[src/rtl/sync_ram_sdp.sv]
// sync_ram_sdp: simple-dual-port synchronous RAM with byte-enable writes,
// 1- or 2-cycle read latency with a valid strobe, a selectable same-address
// collision rule and a hardware clear sweep after reset.
// Optional per-lane even parity with an error strobe: define SYNC_RAM_PARITY_EN.
module sync_ram_sdp #(
  parameter int ADDR_WIDTH     = 4,
  parameter int DATA_WIDTH     = 32,
  parameter int RD_LATENCY     = 1,
  parameter int RD_MODE        = 0,
  parameter int CLEAR_ON_RESET = 1
) (
  input  logic                    clk,
  input  logic                    rst_n,
  input  logic                    wr_en,
  input  logic [ADDR_WIDTH-1:0]   wr_addr,
  input  logic [DATA_WIDTH/8-1:0] wr_be,
  input  logic [DATA_WIDTH-1:0]   wr_data,
  input  logic                    rd_en,
  input  logic [ADDR_WIDTH-1:0]   rd_addr,
  output logic [DATA_WIDTH-1:0]   rd_data,
  output logic                    rd_valid,
  output logic                    ready,
  output logic                    par_err
);
  localparam int DEPTH = 1 << ADDR_WIDTH;
  localparam int NB    = DATA_WIDTH / 8;

  typedef enum logic [1:0] {S_CLEAR, S_READY_PEND, S_READY} state_e;

  state_e                  state_q, state_d;
  logic [ADDR_WIDTH-1:0]   clr_cnt_q, clr_cnt_d;
  logic                    clr_we;
  logic                    wr_go, rd_go, bypass;
  logic [DATA_WIDTH-1:0]   rd_word;
  logic                    rd_err;
  logic [DATA_WIDTH-1:0]   mem_q [DEPTH];

  // Read pipeline: stage 0 samples the array, later stages add latency.
  logic [RD_LATENCY-1:0]   vld_pipe_q;
  logic [RD_LATENCY-1:0]   err_pipe_q;
  logic [DATA_WIDTH-1:0]   dat_pipe_q [RD_LATENCY];

  assign ready  = (state_q == S_READY);
  assign wr_go  = ready && wr_en;
  assign rd_go  = ready && rd_en;
  // Write-through mode forwards the write lanes into a same-address read.
  assign bypass = (RD_MODE == 1) && wr_go && (wr_addr == rd_addr);

  // State register and clear counter; reset restarts the sweep at address 0.
  always_ff @(posedge clk or negedge rst_n) begin
    if (!rst_n) begin
      state_q   <= (CLEAR_ON_RESET != 0) ? S_CLEAR : S_READY_PEND;
      clr_cnt_q <= '0;
    end else begin
      state_q   <= state_d;
      clr_cnt_q <= clr_cnt_d;
    end
  end

  // Next state: sweep one location per cycle, then open for accesses.
  always_comb begin
    state_d   = state_q;
    clr_cnt_d = clr_cnt_q;
    clr_we    = 1'b0;
    case (state_q)
      S_CLEAR: begin
        clr_we    = 1'b1;
        clr_cnt_d = clr_cnt_q + 1'b1;
        if (&clr_cnt_q) state_d = S_READY;
      end
      S_READY_PEND: state_d = S_READY;
      default: ;
    endcase
  end

  // Array write: clear sweep has priority, otherwise per-lane byte enables.
  always_ff @(posedge clk) begin
    if (clr_we) begin
      mem_q[clr_cnt_q] <= '0;
    end else if (wr_go) begin
      for (int b = 0; b < NB; b++)
        if (wr_be[b]) mem_q[wr_addr][8*b +: 8] <= wr_data[8*b +: 8];
    end
  end

  // Read word: old contents, or merged word when forwarding a collision.
  always_comb begin
    rd_word = mem_q[rd_addr];
    if (bypass)
      for (int b = 0; b < NB; b++)
        if (wr_be[b]) rd_word[8*b +: 8] = wr_data[8*b +: 8];
  end

`ifdef SYNC_RAM_PARITY_EN
  logic [NB-1:0] par_q [DEPTH];
  logic [NB-1:0] rd_par;

  // Parity store follows the data array lane for lane; clear writes 0.
  always_ff @(posedge clk) begin
    if (clr_we) begin
      par_q[clr_cnt_q] <= '0;
    end else if (wr_go) begin
      for (int b = 0; b < NB; b++)
        if (wr_be[b]) par_q[wr_addr][b] <= ^wr_data[8*b +: 8];
    end
  end

  // Recompute lane parity on the read word and compare with stored bits.
  always_comb begin
    rd_par = par_q[rd_addr];
    rd_err = 1'b0;
    if (bypass)
      for (int b = 0; b < NB; b++)
        if (wr_be[b]) rd_par[b] = ^wr_data[8*b +: 8];
    for (int b = 0; b < NB; b++)
      if (rd_par[b] != ^rd_word[8*b +: 8]) rd_err = 1'b1;
  end
`else
  assign rd_err = 1'b0;
`endif

  // Read pipeline; data only moves with its valid so rd_data holds between reads.
  always_ff @(posedge clk or negedge rst_n) begin
    if (!rst_n) begin
      vld_pipe_q <= '0;
      err_pipe_q <= '0;
      for (int i = 0; i < RD_LATENCY; i++) dat_pipe_q[i] <= '0;
    end else begin
      vld_pipe_q[0] <= rd_go;
      if (rd_go) begin
        dat_pipe_q[0] <= rd_word;
        err_pipe_q[0] <= rd_err;
      end
      for (int i = 1; i < RD_LATENCY; i++) begin
        vld_pipe_q[i] <= vld_pipe_q[i-1];
        if (vld_pipe_q[i-1]) begin
          dat_pipe_q[i] <= dat_pipe_q[i-1];
          err_pipe_q[i] <= err_pipe_q[i-1];
        end
      end
    end
  end

  assign rd_data  = dat_pipe_q[RD_LATENCY-1];
  assign rd_valid = vld_pipe_q[RD_LATENCY-1];
  assign par_err  = vld_pipe_q[RD_LATENCY-1] & err_pipe_q[RD_LATENCY-1];

endmodule

[config.mk]
export PLATFORM = sky130hd
export DESIGN_NAME = sync_ram_sdp
export DESIGN_NICKNAME = d
export VERILOG_FILES = /design/src/rtl/sync_ram_sdp.sv
export SDC_FILE = /design/constraint.sdc
export NUM_CORES = 1
export LEC_CHECK = 0
export BUFFER_PORTS_ARGS = -buffer_cell sky130_fd_sc_hd__buf_4
export CORE_MARGIN = 3
export CORE_UTILIZATION = 65
export DETAILED_ROUTE_END_ITERATION = 12
export HOLD_SLACK_MARGIN = 0.06
export PLACE_DENSITY = 0.92
export SYNTH_ARGS = -nofsm -noshare
export SYNTH_HDL_FRONTEND = slang
export SYNTH_SLANG_ARGS = --single-unit
export TNS_END_PERCENT = 10
[constraint.sdc]
create_clock -name clk -period 3.3 [get_ports clk]
set_input_delay 0.66 -clock clk [delete_from_list [all_inputs] [get_ports clk]]
set_output_delay 0.66 -clock clk [all_outputs]
set_load 0.02 [all_outputs]
# Word level (Yosys, flattened, before mapping)
# Memory sizes are Yosys's and may differ from the RTL's. A register that Yosys moved wholly into a read port is not among the register bits.
# Cells that the tools add are included.
# totals
register_bits	7
input_bits	48
memories	1
out_inout_bits	35
ramBits	512
# op_classes
n_reduce_logical	8
muxes	24
eq_ne	3
n_addsub	1
# memory_table
memory	words	word_bits	read_ports	rd_clocked_by_memory_dff	write_ports	line	source
mem_q	16	32	1	1	1	36	logic [DATA_WIDTH-1:0] mem_q [DEPTH];
# ops
cell	count
two-way mux 32 bit	1
OR reduction 32 bit	1
two-way mux 1 bit	19
two-way mux 4 bit	2
adder 4 x 1 -> 4 bit, second input constant	1
one-hot mux 2 bit (2 select lines)	1
AND reduction 4 bit	1
== test 2 x 1 -> 1 bit, second input constant	1
== test 2 bit, second input constant	1
logical AND 1 bit	2
zero test 2 bit	1
two-way mux 2 bit	1
inequality test 2 bit, second input constant	1
AND reduction 2 bit	1
nonzero test 2 bit	1
zero test 1 bit	1

# Depth between registers and ports, before layout
# depth
depth_word	7
depth_mapped	7
ltp_nobuf	4

# Worst setup path before layout
# No wires, ideal clock.
# synth_timing
path_type	in2reg
startpoint	in wr_be[0]
endpoint	mem mem_q[13][16], enable pin
required_time_ns	2.917
setup_time_ns	0.383
arrival_ns	2.210
setup_slack_ns	0.706
cell_stages	6
path_cell_list	nor4_4 > nor2_4 > buf_8 > mux2i_4 > buf_6 > nor3_1
# synth_via
elab_chain_cells	6
# synth_lines
element	line	source
start, declared	16	input logic [DATA_WIDTH/8-1:0] wr_be,
two-way mux 1 bit (*)	82	if (wr_be[b]) mem_q[wr_addr][8*b +: 8] <= wr_data[8*b +: 8];
two-way mux 1 bit (*)	80	end else if (wr_go) begin
two-way mux 1 bit (*)	78	if (clr_we) begin
two-way mux 1 bit (not written as such) (*)	82	
OR reduction 32 bit (no line) (*)	n/a	
two-way mux 4 bit (no line)	n/a	
end, declared	36	
# Mark *: on every way between the ends. The rest lies on a longest branch, timed or not.

# Final worst setup path
# layout_timing
startpoint	reg state_q[1]
endpoint	mem mem_q[6][12], enable pin
# layout_via
elab_chain_cells	7
# layout_lines
element	line	source
start, declared	30	state_e state_q, state_d;
start signal, assigned	52	state_q <= (CLEAR_ON_RESET != 0) ? S_CLEAR : S_READY_PEND;
start signal, assigned	55	state_q <= state_d;
== test 2 bit	43	assign ready = (state_q == S_READY);
logical AND 1 bit	44	assign wr_go = ready && wr_en;
two-way mux 1 bit	80	
two-way mux 1 bit	78	
two-way mux 1 bit (not written as such)	82	
OR reduction 32 bit (no line)	n/a	
two-way mux 4 bit (no line)	n/a	
# Several ways; a longest one is shown, not always the timed one.

==> out/qor.yml <==
clock_network:
  cts_buffers: 51
  postCtsHoldBufs: 0
  cts_resized: 0
  clockBufferDepth: 3
  htreeDepth: 2
  clock_latency_ns: 0.58
  cts_setup_buffers: 0
  clk_pin_slew_ns: 0.07
  root_buffer: "clkbuf_16"
  cts_tree: "built"
  clock_sinks: 550
logic_synthesis:
  ys_types: 34
  synth_area_leaders: "edfxtp_1, mux2i_1, dfrtp_1, a22oi_1, nand2_1"
  synth_seq_cells: 550
  async_flop_share_pct: 6.91
  synth_top_area_share_pct: 70.2
  synth-edff-count: 512
  ys_warn_count: 0
  postSynthAreaPerCell_um2: 16.3
  syn_area_um2: 21900
  synthesis.nets: 1393
  yosys.area.top_type: "edfxtp_1"
  seq_area_frac_synth_pct: 74.6
  ys.flop_type: "edfxtp_1"
  synth_cells: 1344
pwr:
  power_mw: 14.6
  p_per_area_nw_per_um2: 581
  p_leak_nw: 9.84
  peakVddDrop_v: 0.000494
grt:
  grt_pass1_vias: 13500
  grt_pass1_wl_um: 83000
  antenna_found_initial: 0
  grt_usage_pct: 30.9
  grt_max_degree: 65
  grt_overflow: 0
sta:
  maxSlewHeadroom_pct: 15.9
  holdWs_ns: 0.146
  setup_tns_ns: 0
  finalHoldViolations: 0
  timing.final.ws_setup_ns: 0.334
  finalCritPeriodShare_pct: 89.9
  final_max_slew_viol_count: 0
  rsz0062_at_grt: "no"
  fmax_mhz: 337
  fin_skew_ns: 0.0231
  min_period_ns: 2.97
  setup_viol_count_final: 0
  max_slew.worst_pin.slew_ns: 1.24
finish:
  design_area_um2: 25200
  area_growth_pct: 15.0
  drive_above_1_share_pct: 17.8
  fin_nets: 1540
  stdcell_count: 1975
  final_util_pct: 76.6
  fillers: 1706
job:
  cap_violations: 0
drt:
  ant_nets: 0
  drt_wl_total_um: 55000
  wire_per_inst_um: 27.9
  post-route-drc-count: 0
  drt_iter0_markers: 1906
  first_pass_iters: 6
  vias: 13200
  via_per_inst: 6.68
worst_setup_path:
  cp_max_fo: 20
  max_stage_delay_ns: 0.72
  crit_top_cell: "buf_4"
  critPathBufInv: 2
  cp_data_arrival_time_ns: 3.28
  end_kind: "flop"
  critPathTopFamily: "buffers and inverters"
  cp_cell_sequence: "nand2_2, nor2_4, buf_4, mux2i_4, nor3_1, buf_4"
  crit_required_ns: 3.62
  path_class: "flop to flop"
  start_kind: "flop"
  slowest_stage: "mux2i_4"
placement:
  dpl.hpwl_um: 30400
  place_area_um2: 23500
  place_inst: 1880
  portBuffers: 81
  dp_slack_ns: 0.358
  gp_congestion: 0.824
die:
  die_area_um2: 35900
  die_x_um: 190
  ios: 83
  fp.dieH_um: 190
  start_util_pct: 66.6
  core_area_um2: 32900
  rows: 66
outcome:
  status: "complete, no violations"
hold_path:
  holdCritPathClass: "primary input to async pin"
-- synth_stat cells, drive strengths merged (3+ instances only) --
master / number
xnor2: 3
a22oi: 74
edfxtp: 512
dfrtp: 38
clkbuf: 38
and2: 33
buf: 46
nand3: 75
mux2: 3
nor3: 64
mux2i: 262
a21oi: 32
a21boi: 4
nand4: 22
nor2: 7
nand2: 114
nor2b: 10
-- routing by layer --
layer	vias to the layer above	wire length [um]	global-route usage (%)
li1	5488	-	-
met1	6531	18900	39.4
met2	984	28100	52.8
met3	198	5550	5.22
met4	0	2540	13.7
met5	-	0	0
-- where the power goes --
group / internal (mW) / switching (mW)
sequential: 7.70 / 0.0398
combinational: 0.329 / 0.636
clock: 3.47 / 2.47
-- cell type report --
class / instances / area [um^2] / share of cell area (%)
clock inverter: 19 / 215 / 0.855
clock buffer: 75 / 1470 / 5.83
inverter: 1 / 3.75 / 0.0149
timing repair buffer: 178 / 1430 / 5.68
tap: 442 / 553 / 2.20
antenna: 1 / 2.50 / 0.00994
sequential: 550 / 16300 / 64.8
multi-input combinational: 709 / 5180 / 20.6
-- final timing paths --
check | end | start | slack [ns] | cells past startpoint
max reg2reg | mem_q[6][12] | state_q[1] | 0.33 | 6
min reg2reg | rd_data[30] | rd_data[30] | 0.48 | 2
min in group clk | rd_data[30] | rd_data[30] | 0.48 | 2
max in group asynchronous | rd_data[25] | rst_n | 2.66 | 1
min | rd_data[17] | rst_n | 0.15 | 1
max | mem_q[6][12] | state_q[1] | 0.33 | 6
-- worst register-to-register path, delay by kind of cell (launching register included) --
family	cells	cell delay (ns)
buf+inv	2	0.72
mux	1	0.73
simple gates	3	0.70
flops	1	0.58
-- flip-flops by register name, indices dropped and copies added (netlist names) --
| register | cells |
|---|---|
| rd_valid | 1 |
| rd_data | 32 |
| clr_cnt_q | 4 |
| state_q | 1 |
| mem_q | 512 |
-- cells by family (layout without fill, tap and decap cells) --
family	count (synthesis)	count (layout)	share of synthesized area, %
flip-flops	550	550	74.6
AND/OR/NAND/NOR	328	328	7.44
multiplexers	265	265	12.5
AO/OA/AOI/OAI	111	111	3.45
buffers and inverters	85	273	1.87
XOR/XNOR	3	3	0.120
adder cells (fa/ha/maj)	1	1	0.0572
other	1	2	0.0171
-- placed cells by master (no fill, tap or decap), drive strengths merged, types with 33 or more instances in the layout --
cell type,Yosys,layout
buf,46,178
mux2i,262,262
clkbuf,38,75
and2,33,33
nand3,75,75
a22oi,74,74
dfrtp,38,38
nor3,64,64
edfxtp,512,512
nand2,114,114
Power figures use the tool's default switching activity.
